$ cat src/rtl/img_tx_scheduler.sv
// img_tx_scheduler
//   Shares one UART transmitter between NUM_SRC image BRAMs. Pending image
//   requests are served round-robin; each frame is a sync byte, a source-index
//   byte, then every pixel of the source's BRAM in address order.
//
//   Optional: define IMG_TX_CHECKSUM_EN to append an 8-bit XOR of the frame's
//   pixel bytes after the last pixel.
//
// Ports
//   clk          system clock
//   rst_in       synchronous active-high reset
//   req_in       per-source image-ready request (pulse or level)
//   data_in      BRAM read data, source i on [8i+7:8i]
//   addr_out     shared BRAM read address
//   grant_out    one-hot selected source, zero when idle
//   tx_data_out  byte to uart_tx
//   tx_start_out one-cycle start strobe to uart_tx
//   tx_done_in   uart_tx idle flag
//   done_out     one-cycle pulse on bit i when source i's frame is finished
//   busy_out     high from grant until the last byte completes
//
// state     | meaning
// IDLE      | no frame active, arbitrating pending requests
// HDR0      | issue sync byte
// HDR1      | issue source-index byte
// FETCH     | wait for BRAM read latency, latch pixel
// SEND      | issue pixel byte
// CKSUM     | issue checksum byte (checksum build only)
// WAIT_ACC  | wait for uart_tx to accept the byte (drop of tx_done_in)
// WAIT_DONE | wait for uart_tx to finish the byte
// FINISH    | pulse done_out, release grant
module img_tx_scheduler #(
  parameter int          NUM_SRC    = 4,
  parameter int          IMG_PIXELS = 4096,
  parameter int          ADDR_W     = 14,
  parameter int          BRAM_LAT   = 2,
  parameter logic [7:0]  SYNC_BYTE  = 8'hA5
) (
  input  logic                   clk,
  input  logic                   rst_in,
  input  logic [NUM_SRC-1:0]     req_in,
  input  logic [8*NUM_SRC-1:0]   data_in,
  output logic [ADDR_W-1:0]      addr_out,
  output logic [NUM_SRC-1:0]     grant_out,
  output logic [7:0]             tx_data_out,
  output logic                   tx_start_out,
  input  logic                   tx_done_in,
  output logic [NUM_SRC-1:0]     done_out,
  output logic                   busy_out
);

  localparam int IDX_W = (NUM_SRC > 1) ? $clog2(NUM_SRC) : 1;
  localparam int TMR_W = 8;
  // Cycles tx_done_in may stay high after a strobe before the byte is
  // considered lost (down-counter terminal value is reached on the 4th cycle).
  localparam logic [TMR_W-1:0] ACC_TMO = TMR_W'(3);

  typedef enum logic [3:0] {
    IDLE, HDR0, HDR1, FETCH, SEND, CKSUM, WAIT_ACC, WAIT_DONE, FINISH
  } state_t;

  state_t             state, state_nxt, ret;
  logic [IDX_W-1:0]   idx, rr_ptr, pick;
  logic               found;
  logic [NUM_SRC-1:0] pending;
  logic [TMR_W-1:0]   tmr;
  logic               issue, byte_done, last_pix;
  logic [7:0]         pix;
`ifdef IMG_TX_CHECKSUM_EN
  logic [7:0]         cksum;
`endif

  assign issue     = (state == HDR0) || (state == HDR1) || (state == SEND) || (state == CKSUM);
  assign byte_done = (state == WAIT_DONE) && tx_done_in;
  assign last_pix  = (addr_out == ADDR_W'(IMG_PIXELS - 1));
  assign pix       = data_in[int'(idx)*8 +: 8];

  // Round-robin search: first pending bit at or above rr_ptr, with wrap.
  always_comb begin
    found = 1'b0;
    pick  = '0;
    for (int k = 0; k < NUM_SRC; k++) begin
      if (!found && pending[(int'(rr_ptr) + k) % NUM_SRC]) begin
        found = 1'b1;
        pick  = IDX_W'((int'(rr_ptr) + k) % NUM_SRC);
      end
    end
  end

  // State register and datapath
  always_ff @(posedge clk) begin
    if (rst_in) begin
      state       <= IDLE;
      ret         <= IDLE;
      idx         <= '0;
      rr_ptr      <= '0;
      pending     <= '0;
      tmr         <= '0;
      addr_out    <= '0;
      tx_data_out <= '0;
`ifdef IMG_TX_CHECKSUM_EN
      cksum       <= '0;
`endif
    end else begin
      state <= state_nxt;
      // A request in the same cycle as the done pulse keeps the bit set.
      pending <= (pending & ~done_out) | req_in;

      case (state)
        IDLE: if (found) begin
          idx         <= pick;
          rr_ptr      <= (pick == IDX_W'(NUM_SRC - 1)) ? '0 : pick + 1'b1;
          addr_out    <= '0;
          tx_data_out <= SYNC_BYTE;
`ifdef IMG_TX_CHECKSUM_EN
          cksum       <= '0;
`endif
        end
        HDR0, HDR1, SEND, CKSUM: if (tx_done_in) begin
          ret <= state;
          tmr <= ACC_TMO;
        end
        WAIT_ACC: if (tx_done_in && tmr != '0) tmr <= tmr - 1'b1;
        WAIT_DONE: if (tx_done_in) begin
          case (ret)
            HDR0: tx_data_out <= {4'h0, 4'(idx)};
            HDR1: tmr <= TMR_W'(BRAM_LAT);
            SEND: if (!last_pix) begin
              addr_out <= addr_out + 1'b1;
              tmr      <= TMR_W'(BRAM_LAT);
            end else begin
`ifdef IMG_TX_CHECKSUM_EN
              tx_data_out <= cksum;
`endif
            end
            default: ;
          endcase
        end
        FETCH: if (tmr == '0) begin
          tx_data_out <= pix;
`ifdef IMG_TX_CHECKSUM_EN
          cksum       <= cksum ^ pix;
`endif
        end else begin
          tmr <= tmr - 1'b1;
        end
        FINISH: addr_out <= '0;
        default: ;
      endcase
    end
  end

  // Next-state logic
  always_comb begin
    state_nxt = state;
    case (state)
      IDLE:                    if (found) state_nxt = HDR0;
      HDR0, HDR1, SEND, CKSUM: if (tx_done_in) state_nxt = WAIT_ACC;
      WAIT_ACC: begin
        if (!tx_done_in)     state_nxt = WAIT_DONE;
        else if (tmr == '0)  state_nxt = ret;  // lost byte: strobe it again
      end
      WAIT_DONE: if (tx_done_in) begin
        case (ret)
          HDR0: state_nxt = HDR1;
          HDR1: state_nxt = FETCH;
          SEND: begin
            if (!last_pix) state_nxt = FETCH;
`ifdef IMG_TX_CHECKSUM_EN
            else           state_nxt = CKSUM;
`else
            else           state_nxt = FINISH;
`endif
          end
          default: state_nxt = FINISH;
        endcase
      end
      FETCH:   if (tmr == '0) state_nxt = SEND;
      FINISH:  state_nxt = IDLE;
      default: state_nxt = IDLE;
    endcase
  end

  // Outputs
  always_comb begin
    grant_out    = '0;
    done_out     = '0;
    busy_out     = 1'b0;
    tx_start_out = issue && tx_done_in;
    if (state != IDLE && state != FINISH) begin
      grant_out[idx] = 1'b1;
      busy_out       = 1'b1;
    end
    if (state == FINISH) done_out[idx] = 1'b1;
  end

endmodule
$ cat config.mk
export PLATFORM = sky130hd
export DESIGN_NAME = img_tx_scheduler
export DESIGN_NICKNAME = d
export VERILOG_FILES = /design/src/rtl/img_tx_scheduler.sv
export SDC_FILE = /design/constraint.sdc
export NUM_CORES = 1
export LEC_CHECK = 0
export CORE_MARGIN = 2
export CORE_UTILIZATION = 49
export DETAILED_ROUTE_END_ITERATION = 8
export MAX_ROUTING_LAYER = met4
export PLACE_DENSITY = 0.8
export SLEW_MARGIN = 20
export SYNTH_ARGS = -nofsm -noshare
export SYNTH_HDL_FRONTEND = slang
export SYNTH_SLANG_ARGS = --single-unit
export TNS_END_PERCENT = 100
$ cat constraint.sdc
create_clock -name clk -period 2.5 [get_ports clk]
set_input_delay 0.5 -clock clk [delete_from_list [all_inputs] [get_ports clk]]
set_output_delay 0.5 -clock clk [all_outputs]
set_load 0.01 [all_outputs]
==> out/results.txt <==
Outcome: completed
Final setup viols: 0
Buffers & Inverters on Critical Path: 2
Placement Cell Area: 0.003662 mm2
Yosys synthesis warning count: 0
Minimum clock period: 2.400 ns
Port Buffers: 70
Crit. End Element: output port
Final hold slack: 0.4802 ns
TritonCTS Sinks: 46
Final Hold Vio Count: 0
First-pass GRT wire length: 12.19 mm
DR pass1 iterations: 4
RD Place Congestion: 0.8630
Vias per inst: 5.881
Synth Area in Compound Gates: 21.86%
Crit path max-delay family: buffers and inverters
Top-count cell post-synth: dfxtp_1
Gate power share: 58.3%
Setup CP Type: reg2out
EDFF count, synth: 0
Adder-cell share of the synthesized area: 1.344%
Highest Signal Layer: met4
Max FO, Critical Path: 7
Diode count: 0
Fmax: 0.4167 GHz
Met2 wire length: 3.632 mm
Vias in the first global route: 2,772
Mux share of post-synthesis cell area: 8.826%
Core ar.: 0.005507 mm2
Int Power: 2.178 mW
GRT Resource Usage Total: 24.28%
Cells along the critical path: nor3_4 > buf_4 > nand3_1 > nor2_2 > clkdlybuf4s50_1
Synth area leaders: dfxtp_1 33%, a21oi_1 6.1%, mux4_2 4.8%, mux2i_1 3.6%, o31ai_1 3.2%
CP required: 2.00 ns
Fraction of registers with async set/reset: 0%
Drt wl/cell: 15.18 um
Average size of a mapped cell: 8.361 um2
CTS tree: yes
Die area: 0.006319 mm2
Total CTS buffers: 5
Hold Crit Class: reg2reg
Non-Filler Instances: 488
Max Cap Viol: 0
Post-synthesis sequential area ratio: 32.97%
Via count of the routed design: 2,870
Die X: 79.50 um
Remaining DRCs: 0
PwrDens: 992.5 mW/mm2
Main combinational cell family by area after synthesis: simple AND/OR/NAND/NOR gates
Largest area contributor in the synthesized netlist: dfxtp_1
Distinct cell type count after synthesis: 60
GRT overflow: 0
Xor and xnor area share after synthesis: 1.254%
Synthesized Nets: 376
Starting Density: 50.72%
Leakage: 1.378 nW
Met3 wire length: 319 um
Setup TNS: 0 ns
Flip-flop and latch count after synthesis: 46
Die Y: 79.50 um
Synth Area in Simple Gates: 28.90%
Root Buffer: clkbuf_8
Crit-path slowest cell: clkdlybuf4s50_1
Placed cells: 477
CTS clk-pin slew, worst paths: 0.09 ns
Post-synth top area share: 32.97%
Post-route cell area: 0.003799 mm2
Clock skew: 0.009425 ns
Top post-synthesis cells by count: 46 x dfxtp_1, 34 x a21oi_1, 22 x nor2_1
Final WL: 7.410 mm
Switching pwr: 1.592 mW
Clk Latency, worst-skew pair: 0.31 ns
Share of layout cells above drive strength 1: 14.18%
Detail Placement HPWL: 5.462 mm
Synth Flop Type: dfxtp_1
Crit-path max cell delay: 0.54 ns
Max-slew violation count: 0
Post-Route M1 WL: 3.318 mm
Post-Syn Area: 0.002793 mm2
Worst Max-Slew Pin Slew: 0.6935 ns
Worst VDD drop: 0.0004524 V
Post-route ant nets: 0
Crit start category: flop
Fin crit share: 96.00%
Area Overhead vs Synth: 36.02%
Initial antenna violation count: 0
CTS Buffer Depth: 2
IO Pins: 71
Largest net degree at the start of global routing: 17
Synth Instances: 334
Switching Fraction: 42.22%
Dpl ws: -0.08379 ns
Post-route worst setup slack: 0.1000 ns
Total Nets Final: 457
DRT iter0 DRCs: 191
Relative slew slack: 53.34%
WP data arrival: 1.90 ns
Clk network pwr share: 12.9%
Register share of total power: 28.8%
Core Rows: 27
H-tree depth: 2
==> layout by cell type (no fill, tap or decap), types with 3 or more instances in the layout <==
| master | count |
|---|---|
| nand3_1 | 9 |
| mux4_2 | 6 |
| nand3b_1 | 9 |
| nor4_1 | 7 |
| nor2_1 | 21 |
| nor3_1 | 10 |
| nand2_1 | 18 |
| nand2b_1 | 10 |
| a21oi_1 | 34 |
| inv_1 | 12 |
| nor3_2 | 3 |
| clkdlybuf4s50_1 | 69 |
| or3_1 | 6 |
| o31ai_1 | 12 |
| buf_4 | 25 |
| o21bai_1 | 3 |
| a211oi_1 | 7 |
| or2_2 | 4 |
| nand4_1 | 4 |
| mux2i_1 | 10 |
| ha_1 | 3 |
| and2_1 | 4 |
| clkbuf_8 | 6 |
| and3_1 | 3 |
| o21ai_0 | 10 |
| nor2b_1 | 5 |
| or4_1 | 12 |
| dfxtp_1 | 44 |
==> power by group through the flow <==
stage / combinational [mW] / clock, mW / sequential (mW)
CTS: 2.18 / 0.492 / 1.07
global placement: 2.05 / 0 / 1.09
detailed placement: 2.10 / 0 / 1.09
global route: 2.42 / 0.520 / 1.11
finish: 2.20 / 0.487 / 1.08
floorplan: 1.45 / 0 / 1.05
==> cell families (layout without fill, tap and decap cells) <==
kind of cell | count (synthesis) | in the layout
and+or+nand+nor | 138 | 138
AOI/OAI and AO/OA | 92 | 92
DFF | 46 | 46
buffers and inverters | 34 | 116
muxes | 17 | 17
xor gates and xnor gates | 4 | 4
adders and majority gates | 3 | 3
==> repair_timing <==
action                                  CTS  global route
gates resized for setup                   0             7
pin swaps                                 1             1
endpoints found under the setup margin    2             6
hold buffers                              0             0
setup buffers                             3             0
hold endpoints to repair                  0             0
==> flip-flops by register name, summed over array words and instances, names as in the netlist <==
signal	cells
state	4
ret	4
addr_out	14
tmr	8
idx	2
rr_ptr	2
pending	4
tx_data_out	8
==> through the flow <==
stage	utilization, %	total power, mW
6_report	68.98	3.770
5_1_grt	68.98	4.052
4_1_cts	68.64	3.743
3_5_place_dp	66.51	3.194
3_3_place_gp	66.51	3.133
2_1_floorplan	-	2.497
==> final timing paths <==
path                                 start  slack (ns)  cells after the start                   to
setup / recovery     state[0]$_SDFFE_PP0P_        0.10                      5          done_out[2]
hold / removal         tmr[5]$_SDFFE_PP0P_        0.48                      2  tmr[5]$_SDFFE_PP0P_
setup reg to reg  addr_out[0]$_SDFFE_PP0P_        0.13                      6  tmr[5]$_SDFFE_PP0P_
hold reg to reg        tmr[5]$_SDFFE_PP0P_        0.48                      2  tmr[5]$_SDFFE_PP0P_
==> routing by layer <==
layer / global-route usage (%) / vias to the layer above
met5: - / -
li1: - / 1421
met3: 3.846 / 13
met1: 30.32 / 1369
met4: 8.793 / 0
met2: 39.83 / 67
==> cell type report <==
| type | instances | area (um2) |
|---|---|---|
| Tap cell | 72 | 90.09 |
| Multi-Input combinational cell | 254 | 1750 |
| Clock buffer | 6 | 82.58 |
| Fill cell | 463 | 1708 |
| Sequential cell | 46 | 923.4 |
| Clock inverter | 2 | 12.51 |
| Timing Repair Buffer | 95 | 890.9 |
| Inverter | 13 | 48.80 |
==> worst reg2reg max path, stage by stage (launching register included) <==
cell      delay [ns]
dfxtp_1         0.35
ha_1            0.24
and3_1          0.23
and4_1          0.20
a2111o_2        0.60
or4_1           0.55
a21oi_1         0.15
No activity file was read; power rests on OpenSTA's default activity.
